--- src/rtl/uart_tx_arbiter.sv ---
// Round-robin arbiter sharing one uart_tx between NUM_REQ byte producers.
// Optional `UART_ARB_TAG_EN: each grant sends a tag byte (8'h80|g) before the payload byte.
module uart_tx_arbiter #(
  parameter int NUM_REQ   = 4,
  parameter int DATA_BITS = 8
) (
  input  logic                         clk,
  input  logic                         reset,
  input  logic [NUM_REQ-1:0]           req,
  input  logic [NUM_REQ*DATA_BITS-1:0] req_data,
  output logic [NUM_REQ-1:0]           ack,
  input  logic                         uart_ready,
  output logic                         uart_send,
  output logic [DATA_BITS-1:0]         uart_data,
  output logic                         busy
);

  localparam int IDX_W = $clog2(NUM_REQ);

`ifdef UART_ARB_TAG_EN
  typedef enum logic [2:0] {
    S_IDLE,
    S_SEND,
    S_WAIT_BUSY,
    S_WAIT_DONE,
    S_SEND_PAYLOAD
  } state_t;
`else
  typedef enum logic [1:0] {
    S_IDLE,
    S_SEND,
    S_WAIT_BUSY,
    S_WAIT_DONE
  } state_t;
`endif

  state_t               state;
  logic [IDX_W-1:0]     last;
  logic                 grant_valid;
  logic [IDX_W-1:0]     grant_idx;
  logic [DATA_BITS-1:0] grant_byte;

`ifdef UART_ARB_TAG_EN
  logic [DATA_BITS-1:0] payload;
  logic                 payload_pending;
  logic [DATA_BITS-1:0] tag_byte;
`endif

  // Search last+1, last+2, ... (mod NUM_REQ); the first requester found wins.
  always_comb begin
    // NOTE: every combinational output gets a default first so no path can infer a latch.
    grant_valid = 1'b0;
    grant_idx   = '0;
    for (int k = 1; k <= NUM_REQ; k++) begin
      if (!grant_valid && req[(int'(last) + k) % NUM_REQ]) begin
        grant_valid = 1'b1;
        grant_idx   = IDX_W'((int'(last) + k) % NUM_REQ);
      end
    end
    grant_byte = req_data[int'(grant_idx)*DATA_BITS +: DATA_BITS];
  end

`ifdef UART_ARB_TAG_EN
  always_comb begin
    tag_byte              = '0;
    tag_byte[DATA_BITS-1] = 1'b1;
    tag_byte[2:0]         = 3'(grant_idx);
  end
`endif

  always_ff @(posedge clk or negedge reset) begin
    if (!reset) begin
      // NOTE: state updates use non-blocking assignments so every register samples pre-edge values.
      state     <= S_IDLE;
      last      <= IDX_W'(NUM_REQ - 1);
      ack       <= '0;
      uart_send <= 1'b0;
      uart_data <= '0;
      busy      <= 1'b0;
`ifdef UART_ARB_TAG_EN
      payload         <= '0;
      payload_pending <= 1'b0;
`endif
    end else begin
      // ack and uart_send are single-cycle pulses unless re-armed below.
      ack       <= '0;
      uart_send <= 1'b0;
      case (state)
        S_IDLE: begin
          if (uart_ready && grant_valid) begin
            ack[grant_idx] <= 1'b1;
            uart_send      <= 1'b1;
            last           <= grant_idx;
            busy           <= 1'b1;
            state          <= S_SEND;
`ifdef UART_ARB_TAG_EN
            uart_data       <= tag_byte;
            payload         <= grant_byte;
            payload_pending <= 1'b1;
`else
            uart_data <= grant_byte;
`endif
          end
        end
        S_SEND: state <= S_WAIT_BUSY;
        S_WAIT_BUSY: begin
          if (!uart_ready) state <= S_WAIT_DONE;
        end
        S_WAIT_DONE: begin
          if (uart_ready) begin
`ifdef UART_ARB_TAG_EN
            if (payload_pending) begin
              state <= S_SEND_PAYLOAD;
            end else begin
              state <= S_IDLE;
              busy  <= 1'b0;
            end
`else
            state <= S_IDLE;
            busy  <= 1'b0;
`endif
          end
        end
`ifdef UART_ARB_TAG_EN
        S_SEND_PAYLOAD: begin
          uart_data       <= payload;
          uart_send       <= 1'b1;
          payload_pending <= 1'b0;
          state           <= S_WAIT_BUSY;
        end
`endif
        default: begin
          state <= S_IDLE;
          busy  <= 1'b0;
        end
      endcase
    end
  end

endmodule

--- config.mk ---
export PLATFORM = sky130hd
export DESIGN_NAME = uart_tx_arbiter
export DESIGN_NICKNAME = d
export VERILOG_FILES = /design/src/rtl/uart_tx_arbiter.sv
export SDC_FILE = /design/constraint.sdc
export NUM_CORES = 1
export LEC_CHECK = 0
export CORE_ASPECT_RATIO = 1.5
export CORE_MARGIN = 2
export CORE_UTILIZATION = 43
export DETAILED_ROUTE_END_ITERATION = 6
export GPL_ROUTABILITY_DRIVEN = 0
export PLACE_DENSITY = 0.85
export SYNTH_ARGS = -nofsm -noshare
export SYNTH_HDL_FRONTEND = slang
export SYNTH_SLANG_ARGS = --single-unit
--- constraint.sdc ---
create_clock -name clk -period 2.5 [get_ports clk]
set_input_delay 0.75 -clock clk [delete_from_list [all_inputs] [get_ports clk]]
set_output_delay 0.75 -clock clk [all_outputs]
set_load 0.1 [all_outputs]
# Yosys cells after proc, flatten, opt, wreduce, memory -nomap -nowiden
# Index checks and enable logic that the tools add are counted.
# W data, S select, Z words.
# op_classes
n_div	0
shift	1
magnitude_cmp	6
mux	33
eq_ne	6
reduce_logical	17
n_addsub	4
n_bitwise	4
n_mul	0
# op_table
op	n
$shiftx A32 B6 Y8	1
$mux W1	17
$lt A3 B4 Y1 const B	4
$mux W2	7
$bmux W1 S2	4
$mux W4	2
$pmux W2 S4	1
$reduce_or A2 Y1	4
$ne A2 B2 Y1 const B	3
$reduce_and A3 Y1	2
$logic_and A1 B1 Y1	5
$add A2 B1 Y2 const B	2
$add A2 B2 Y2 const B	2
$and A1 B1 Y1 const A	4
$eq A2 B2 Y1 const B	2
$logic_not A1 Y1	3
$lt A2 B3 Y1 const B	1
$demux W1 S2	1
$eq A2 B1 Y1 const B	1
$ge A2 B1 Y1 const B	1
$logic_not A2 Y1	1
$pmux W1 S2	1
$reduce_and A2 Y1	1
$reduce_bool A2 Y1	1
# word_totals
latch_bits	0
ramBits	0
in_bits	39
regBits	18
elab_cells	77
romBits	0
out_inout_bits	14
n_memories	0

# Logic depth before layout (Yosys ltp)
# depth
depth_word	22
depth_mapped	7
ltp_nobuf	7

# Least setup slack after synthesis
# Ideal clock, no wire load.
# synth_path
path_type	in2reg
startpoint	in req[2]
endpoint	reg uart_data[2]
path_buffers	2
t_required_ns	2.352
path_slack_ns	0.525
stages	7
arrival_ns	1.827
setup_ns	0.148
path_cell_list	nand2b_1 a21o_1 buf_2 and3_1 buf_2 a211oi_1 a211oi_1
# synth_between
elab_chain_cells	15
# synth_lines
item	line	rtl
start, declared	9	input logic [NUM_REQ-1:0] req,
parallel branches: the longest is 15 deep, another holds $bmux W1 S2	-	
end signal, assigned	101	uart_data <= grant_byte;
end, declared	14	output logic [DATA_BITS-1:0] uart_data,
# Parallel ways; which one is timed is not known. The select of a mux whose other input is x is not followed.
# A chain may end at the register's enable or synchronous reset.

# Final worst setup path
# layout_path
startpoint	in req[1]
endpoint	reg uart_data[1]
# Same word-level chain as after synthesis.

==> summary.md <==
| Metric | Value |
|---|---|
| Max-slew violations | `0` |
| Hold Fails Final Rpt | `0` |
| EDFF count, synth | `0` |
| CTS Hold Bufs | `0` |
| Via count | `around 1,200` |
| Synth top area share | `0.369` |
| Area of the multi-input gates | `approximately 560 um2` |
| Worst vdd ir | `0.786 mV` |
| Setup ws final | `256 ps` |
| Sink Count | `18` |
| Setup TNS Final | `0 ps` |
| Htree depth | `1` |
| Fmax | `roughly 450 MHz` |
| Worst Tran Pin Value | `approximately 630 ps` |
| Die Wd | `45.0 um` |
| RSZ-0062 raised after global routing | `false` |
| Final ANT Viol Nets | `0` |
| CP Capture Type | `flip-flop` |
| PortBufs | `52` |
| Critical path class | `input pin to flip-flop` |
| Main synth FF type | `dfrtp_1` |
| Worst EP arrival | `2390 ps` |
| CTS resizes | `0` |
| Synth area leaders | `dfrtp_1 (37%), a211oi_1 (11%), mux2i_1 (7.4%), dfstp_2 (4.8%), a31oi_1 (4.6%)` |
| First-pass GRT wire length | `4930 um` |
| FF/Latch Area | `453 um2` |
| DR iter-0 viols | `29` |
| Average size of a mapped cell | `~9.6 um2` |
| XOR/XNOR Fraction of Synth Area | `0` |
| CP required | `2650 ps` |
| Startpoint types | `input pin` |
| Area post-placement | `1660 um2` |
| Max cap viols | `0` |
| Reg-to-reg slack, setup | `730 ps` |
| Standard-cell row count | `22` |
| Layout cell share with drive strength beyond 1 | `0.210` |
| Adder-Cell Fraction of Synth Area | `0.0346` |
| Tmin final | `2240 ps` |
| Largest net degree at the start of global routing | `19` |
| DRT Wirelength | `2940 um` |
| Simple-gate share of the synthesized area | `0.152` |
| # setup viols final | `0` |
| Synth Instances | `~110` |
| Critical R2R Capture | `uart_data[1]$_DFFE_PN0P_` |
| Vias in the first global route | `1,146` |
| Antenna violations before repair | `0` |
| Hold WC Path Type | `flip-flop to flip-flop` |
| Crit Path Max Fanout | `10` |
| Area delta synth->final | `55.8%` |
| Grt ovf | `0` |
| Slew headroom | `0.581` |
| Status | `finished clean` |
| GRT Util Overall | `0.226` |
| # Post-CTS Setup Buffers | `0` |
| Syn nets | `155` |
| Via density | `5.76` |
| Ant diodes | `0` |
| Power after layout | `around 2.1 mW` |
| Die Y | `~66 um` |
| Leading area contributor after synthesis | `dfrtp_1` |
| Final clock skew | `3.90 ps` |
| DP Wirelength | `between 2000 and 2500 um` |
| Yosys warnings | `0` |
| WHS | `approximately 480 ps` |
| Clock slew at reported path FFs | `100 ps` |
| Distinct cells, synth | `31` |
| Nets@finish | `roughly 220` |
| Core box area | `2420 um2` |
| Worst hold path depth | `2` |
| Main combinational cell family by area after synthesis | `compound AO/OA/AOI/OAI gates` |
| CTS tree | `yes` |
| DRC Markers | `0` |
| Post-Syn Area | `1090 um2` |
| Post-synthesis compound-gate area fraction | `0.249` |
| FF-to-FF Start | `state[0]$_DFFE_PN0P_` |
| Register bit total from synthesis | `18` |
| Tcrit/Tclk final | `0.898` |
| Worst-Skew Late Latency | `300 ps` |
| Worst Hold Endpoint | `last[0]$_DFFE_PN1P_` |
| Leakage | `0.765 nW` |
| WL/cell | `14.7 um` |
| Post-Place Setup Slack | `-30.3 ps` |
| Root Buffer | `clkbuf_4` |
| Longest Clk Path Bufs | `2` |
| Final instance area | `1690 um2` |
| Hold Startpoint | `last[0]$_DFFE_PN1P_` |
| Pre-antenna DRT Iters | `4` |
| Mux cell area share after synthesis | `0.0841` |
| Initial Util | `0.448` |
| Synth async-reset ratio | `1.00` |
| Fill count | `200` |
| FF-to-FF path depth | `5` |
| CTS buffer count | `3` |
| # IOs | `53` |
| Die area | `2950 um2` |
| Pwr dens | `around 1300 nW/um2` |
| Sequential share of the synthesized area | `0.417` |
==> cell families (layout without fill, tap and decap cells) <==
family	count (synthesis)	in the layout
AOI/OAI and AO/OA	38	38
muxes	9	9
buffers and inverters	15	78
and+or+nand+nor	30	30
DFF	18	18
adders and majority gates	3	3
==> placed cells by master, fill, tap and decap left out, types with 2 or more instances in the layout <==
| cell type | count |
|---|---|
| dfrtp_1 | 16 |
| o21ai_1 | 4 |
| a21oi_1 | 2 |
| ha_1 | 3 |
| nand2b_1 | 2 |
| nor3_1 | 4 |
| dfstp_2 | 2 |
| buf_4 | 24 |
| clkbuf_4 | 3 |
| o221ai_1 | 2 |
| a31oi_1 | 8 |
| mux2i_1 | 8 |
| clkdlybuf4s50_1 | 38 |
| a21o_1 | 2 |
| nand2_1 | 4 |
| a211oi_1 | 16 |
| inv_1 | 10 |
| nor2_1 | 13 |
==> where the power goes <==
part           total (mW)  switching, mW  internal (mW)
combinational        1.43          0.996          0.434
clock               0.185         0.0957         0.0888
sequential          0.506         0.0843          0.422
total                2.12           1.18          0.944
==> per-layer routing <==
layer  GRT usage  vias to the layer above  wire length (um)
met5           0                        -                 0
met4       0.107                        0                81
met3      0.0192                        9               107
met2       0.409                       44              1580
met1       0.252                      559              1170
li1            -                      540                 -
==> flip-flops by register name, summed over array words and instances, names as in the netlist <==
| register | cells |
|---|---|
| uart_data | 8 |
| last | 2 |
| ack | 4 |
| busy | 1 |
| uart_send | 1 |
| state | 2 |
==> worst max path at each step <==
| stage | startpoint | endpoint | slack (ps) | depth (start not counted) |
|---|---|---|---|---|
| floorplan | req[2] | uart_data[2]$_DFFE_PN0P_ | 520 | 7 |
| detailed placement | req[1] | uart_data[1]$_DFFE_PN0P_ | -30 | 7 |
| CTS | req[1] | uart_data[1]$_DFFE_PN0P_ | 270 | 7 |
| finish | req[1] | uart_data[1]$_DFFE_PN0P_ | 260 | 7 |
| global route | req[1] | uart_data[3]$_DFFE_PN0P_ | 130 | 7 |
| global placement | req[1] | uart_data[3]$_DFFE_PN0P_ | 20 | 7 |
==> Yosys cell counts (all sizes together) (3+ instances only) <==
master,n
a211oi,16
a31oi,8
buf,3
dfrtp,16
ha,3
inv,12
mux2i,8
nand2,5
nor2,13
nor3,4
o21ai,6
==> final cells by class <==
type | count | share of cell area
Clock buffer | 4 | 0.0214
Multi-Input combinational cell | 80 | 0.334
Inverter | 12 | 0.0281
Timing Repair Buffer | 62 | 0.331
Sequential cell | 18 | 0.268
Tap cell | 24 | 0.0178
==> critical path, cell delays in order <==
cell	delay, ps
clkdlybuf4s50_1	580
nor2b_1	260
o21ai_4	70
and3_1	190
buf_4	190
a211oi_1	270
a211oi_1	90
==> per-stage QoR <==
stage                util  std cells
floorplan               -        113
global placement    0.683        196
finish              0.698        200
detailed placement  0.683        196
CTS                 0.698        200
global route        0.698        200
Power figures use the tool's default switching activity.
